$ cat config.mk
export PLATFORM = sky130hd
export DESIGN_NAME = arb_req_conditioner
export DESIGN_NICKNAME = d
export VERILOG_FILES = /design/src/rtl/arb_req_conditioner.sv
export SDC_FILE = /design/constraint.sdc
export NUM_CORES = 1
export LEC_CHECK = 0
export ABC_AREA = 1
export CORE_MARGIN = 2
export CORE_UTILIZATION = 55
export DETAILED_ROUTE_END_ITERATION = 6
export GPL_TIMING_DRIVEN = 0
export PLACE_DENSITY_LB_ADDON = 0.12
export SETUP_SLACK_MARGIN = 0.05
export SYNTH_ARGS = -nofsm -noshare
export SYNTH_HDL_FRONTEND = slang
export SYNTH_SLANG_ARGS = --single-unit
$ cat constraint.sdc
create_clock -name wb_clk_i -period 2 [get_ports wb_clk_i]
set_input_delay 0.5 -clock wb_clk_i [delete_from_list [all_inputs] [get_ports wb_clk_i]]
set_output_delay 0.5 -clock wb_clk_i [all_outputs]
set_load 0.01 [all_outputs]
$ cat src/rtl/arb_req_conditioner.sv
// Per-channel request front end: 2-flop sync, debounce and request/grant/release FSM.
// Optional PEND timeout with DROP state enabled by `define ARB_REQ_COND_TIMEOUT_EN.
module arb_req_conditioner #(
  parameter int N        = 3,
  parameter int DEBOUNCE = 4,
  parameter int TIMEOUT  = 16
) (
  input  logic         wb_clk_i,
  input  logic         wb_rst_i,
  input  logic [N-1:0] req_async_i,
  input  logic [N-1:0] gnt_i,
  output logic [N-1:0] req_o,
  output logic [N-1:0] timeout_o
);

  localparam int CW = $clog2(DEBOUNCE + 1);
  localparam logic [CW-1:0] CNT_LAST = CW'(DEBOUNCE - 1);

  localparam logic [1:0] IDLE = 2'd0;
  localparam logic [1:0] PEND = 2'd1;
  localparam logic [1:0] GNT  = 2'd2;
  localparam logic [1:0] DROP = 2'd3;

  if (DEBOUNCE < 1 || TIMEOUT < 2) begin : g_param_check
    $error("arb_req_conditioner: DEBOUNCE must be >= 1 and TIMEOUT >= 2");
  end

  logic [N-1:0]  s1, s2, deb, deb_nxt, req_nxt;
  logic [CW-1:0] cnt     [N];
  logic [CW-1:0] cnt_nxt [N];
  logic [1:0]    state     [N];
  logic [1:0]    state_nxt [N];

`ifdef ARB_REQ_COND_TIMEOUT_EN
  localparam int TW = $clog2(TIMEOUT + 1);
  localparam logic [TW-1:0] WAIT_LAST = TW'(TIMEOUT - 1);
  logic [TW-1:0] wait_cnt [N];
  logic [TW-1:0] wait_nxt [N];
  logic [N-1:0]  tmo_set;
`endif

  // Debouncer: accept a new level only after DEBOUNCE consecutive differing samples
  always_comb begin
    for (int i = 0; i < N; i++) begin
      deb_nxt[i] = deb[i];
      cnt_nxt[i] = {CW{1'b0}};
      if (s2[i] != deb[i]) begin
        if (cnt[i] == CNT_LAST) begin
          deb_nxt[i] = s2[i];
        end else begin
          cnt_nxt[i] = cnt[i] + 1'b1;
        end
      end else begin
        cnt_nxt[i] = {CW{1'b0}};
      end
    end
  end

  // Channel FSM next state; req_o is decoded from the next state so it is registered
  always_comb begin
    for (int i = 0; i < N; i++) begin
      state_nxt[i] = state[i];
`ifdef ARB_REQ_COND_TIMEOUT_EN
      wait_nxt[i] = {TW{1'b0}};
      tmo_set[i]  = 1'b0;
`endif
      case (state[i])
        IDLE: begin
          if (deb[i]) state_nxt[i] = PEND;
          else        state_nxt[i] = IDLE;
        end
        PEND: begin
          // A grant outranks both timeout and withdrawal in the same cycle
          if (gnt_i[i]) begin
            state_nxt[i] = GNT;
`ifdef ARB_REQ_COND_TIMEOUT_EN
          end else if (wait_cnt[i] == WAIT_LAST) begin
            state_nxt[i] = DROP;
            tmo_set[i]   = 1'b1;
`endif
          end else if (!deb[i]) begin
            state_nxt[i] = IDLE;
          end else begin
            state_nxt[i] = PEND;
`ifdef ARB_REQ_COND_TIMEOUT_EN
            wait_nxt[i]  = wait_cnt[i] + 1'b1;
`endif
          end
        end
        GNT: begin
          if (!deb[i]) state_nxt[i] = IDLE;
          else         state_nxt[i] = GNT;
        end
        DROP: begin
          if (!deb[i]) state_nxt[i] = IDLE;
          else         state_nxt[i] = DROP;
        end
        default: state_nxt[i] = IDLE;
      endcase
      req_nxt[i] = (state_nxt[i] == PEND) || (state_nxt[i] == GNT);
    end
  end

  // Synchronizer, debouncer, FSM and request output registers
  always_ff @(posedge wb_clk_i) begin
    if (wb_rst_i) begin
      s1    <= {N{1'b0}};
      s2    <= {N{1'b0}};
      deb   <= {N{1'b0}};
      req_o <= {N{1'b0}};
      for (int i = 0; i < N; i++) begin
        cnt[i]   <= {CW{1'b0}};
        state[i] <= IDLE;
      end
    end else begin
      s1    <= req_async_i;
      s2    <= s1;
      deb   <= deb_nxt;
      req_o <= req_nxt;
      for (int i = 0; i < N; i++) begin
        cnt[i]   <= cnt_nxt[i];
        state[i] <= state_nxt[i];
      end
    end
  end

`ifdef ARB_REQ_COND_TIMEOUT_EN
  // PEND wait counters and sticky timeout flags
  always_ff @(posedge wb_clk_i) begin
    if (wb_rst_i) begin
      timeout_o <= {N{1'b0}};
      for (int i = 0; i < N; i++) wait_cnt[i] <= {TW{1'b0}};
    end else begin
      timeout_o <= timeout_o | tmo_set;
      for (int i = 0; i < N; i++) wait_cnt[i] <= wait_nxt[i];
    end
  end
`else
  assign timeout_o = {N{1'b0}};
`endif

endmodule

==> results.toml <==
[status]
status = "finished clean"

[layout]
fin_area_um2 = 1220
finalNonFillerCells = 176
diodes = 0
drive_above_1_share_pct = 7.28
n_fill_cell = 151
layout.nets = 166
area_growth_pct = 15.8

[timing]
min_period_ns = 1.68
finalMaxSlewViolations = 0
fin_skew_ns = 0.00571
setup_violations = 0
fmax_ghz = 0.595
whs_ns = 0.412
period_share_pct = 84.0
rsz0062_at_grt = "false"
worst_slack_ns = 0.320
hold_viol = 0
setup_tns_ns = 0

[worst_setup_path]
worstSetupStartpointType = "flop"
path_cells = "clkdlybuf4s50_1"
end_kind = "primary output"
worstPathArrival_ns = 1.18
worstPathRequired_ns = 1.50
cp_slowest_cell = "clkdlybuf4s50_1"
slowest_delay_ns = 0.52
path_class = "flop to primary output"
crit_buf_inv = 1
cp_max_fo = 1
path_delay_family = "buffers and inverters"

[clock_tree]
cts_tree = "yes"
h-tree-depth = 1
cts_buffers = 3
hold_buffers = 0
clkLatencyLatePin_ns = 0.32
cts_setup_buffers = 0
clockBufferDepth = 2
ctsResizeCount = 0
clock_sinks = 27
path_clk_slew_ns = 0.14
root_buffer = "clkbuf_4"

[placed_design]
dp_hpwl_um = 1130
dp_slack_ns = 0.413
dpl_cell_area_um2 = 1190
gp_congestion = 0.657
numPortBuffers = 10
dp_cells = 172

[yosys]
yosysTopAreaCellShare_pct = 51.2
synthFlopType = "dfxtp_1"
synthSimpleGateAreaFrac_pct = 24.4
synthesis.area_um2 = 1050
synth-adder-area-share_pct = 7.12
synthDistinctLibCells = 13
synth.top_cells.by_count = "29 x inv_1, 29 x nor2_1, 27 x dfxtp_1"
syn_avg_cell_area_um2 = 7.81
async_flop_share_pct = 0
ys_top_cells_by_area = "dfxtp_1 51%, inv_1 10%, nor2_1 10%"
synth_seq_cells = 27
synth_top_family_by_area = "simple AND/OR/NAND/NOR gates"
synth.area.mux_share_pct = 0
synth-compound-area-share_pct = 3.32
synthXorXnorAreaFrac_pct = 0
yosysWarnings = 0
postSynthCellCount = 135
synth-edff-count = 0
yosysTopAreaCell = "dfxtp_1"
yosysSeqAreaShare_pct = 51.2

[floorplanning]
die_x_um = 47.8
fp.dieH_um = 47.8
coreArea_um2 = 1760
rows = 15
die_area_um2 = 2280
io_pins = 14
start_util_pct = 59.8

[routing]
drtIter0Drc = 10
drc_errors = 0
wl_um = 1510
firstDrtPassIters = 4
route.vias.total = 772
vias_per_cell = 4.39
post_drt_wl_per_cell_um = 8.58
drtAntennaViolNets = 0

[power_and_ir_drop]
leakagePower_nw = 0.559
powerDensity_nw_per_um2 = 677
vdd_drop_max_mv = 0.414

[global_route]
grt_antenna_before_repair = 0
grt_max_degree = 16
grt_overflow = 0
grtUsageTotal_pct = 14.2
grt_pass1_vias = 577
grt_first_pass_wirelength_um = 2210

[job]
drv_cap = 0

[worst_hold_path]
hp-class = "flop to flop"
[report_power, final]
| part | internal, mW | switching (mW) |
|---|---|---|
| combinational | 0.0237 | 0.0211 |
| sequential | 0.545 | 0.00345 |
| clock | 0.0750 | 0.158 |
| total | 0.644 | 0.183 |
[state kept, by name (all words and copies together), names as in the netlist]
| signal | cells |
|---|---|
| cnt | 9 |
| state | 6 |
| req_o | 3 |
| deb | 3 |
| s1 | 3 |
| s2 | 3 |
[cell usage in the layout (no fill, tap or decap)]
cell type         n
a21oi_1           4
buf_4             3
buf_6             1
clkbuf_4          3
clkdlybuf4s50_1  10
clkinv_2          1
conb_1            3
dfxtp_1          27
ha_1              6
inv_1            29
nand2_1          23
nand3_1           6
nand3_2           1
nor2_1           29
nor2_4            2
o21ai_0           3
[logic make-up after synthesis]
family                     Yosys count
other                                1
AOI/OAI and AO/OA                    7
and+or+nand+nor                     61
buffers and inverters               33
adders and majority gates            6
DFF                                 27
[final cells by class]
| type | instances | area, µm² | area share [%] |
|---|---|---|---|
| inverter | 29 | 109 | 8.91 |
| clock inverter | 1 | 5.00 | 0.410 |
| buffer | 4 | 33.8 | 2.77 |
| multi-input combinational | 77 | 379 | 31.0 |
| tap | 25 | 31.3 | 2.56 |
| sequential | 27 | 541 | 44.3 |
| timing repair buffer | 10 | 100 | 8.20 |
| clock buffer | 3 | 22.5 | 1.84 |
[routing by layer]
layer  share of wire (%)  GRT usage (%)  vias to the layer above
li1                    -              -                      420
met1                  47           15.9                      329
met2                  46           23.5                       16
met3                 4.0           2.64                        7
met4                 3.1           10.8                        0
met5                   0              0                        -
[path summary, 6_finish.rpt]
check                       startpoint                    to  slack [ns]  cells after the start
setup reg to reg  cnt[0][6]$_SDFF_PP0_  cnt[0][6]$_SDFF_PP0_        0.83                      5
setup / recovery   req_o[2]$_SDFF_PP0_              req_o[2]        0.32                      1
hold / removal        s1[0]$_SDFF_PP0_      s2[0]$_SDFF_PP0_        0.41                      2
hold reg to reg       s1[0]$_SDFF_PP0_      s2[0]$_SDFF_PP0_        0.41                      2
[metrics by stage]
stage               total power [mW]  util, %
finish                         0.827     69.2
CTS                            0.828     69.2
detailed placement             0.606     67.7
global route                   0.860     69.2
floorplan                      0.585        -
global placement               0.604     67.7
No activity file was read; power rests on OpenSTA's default activity.
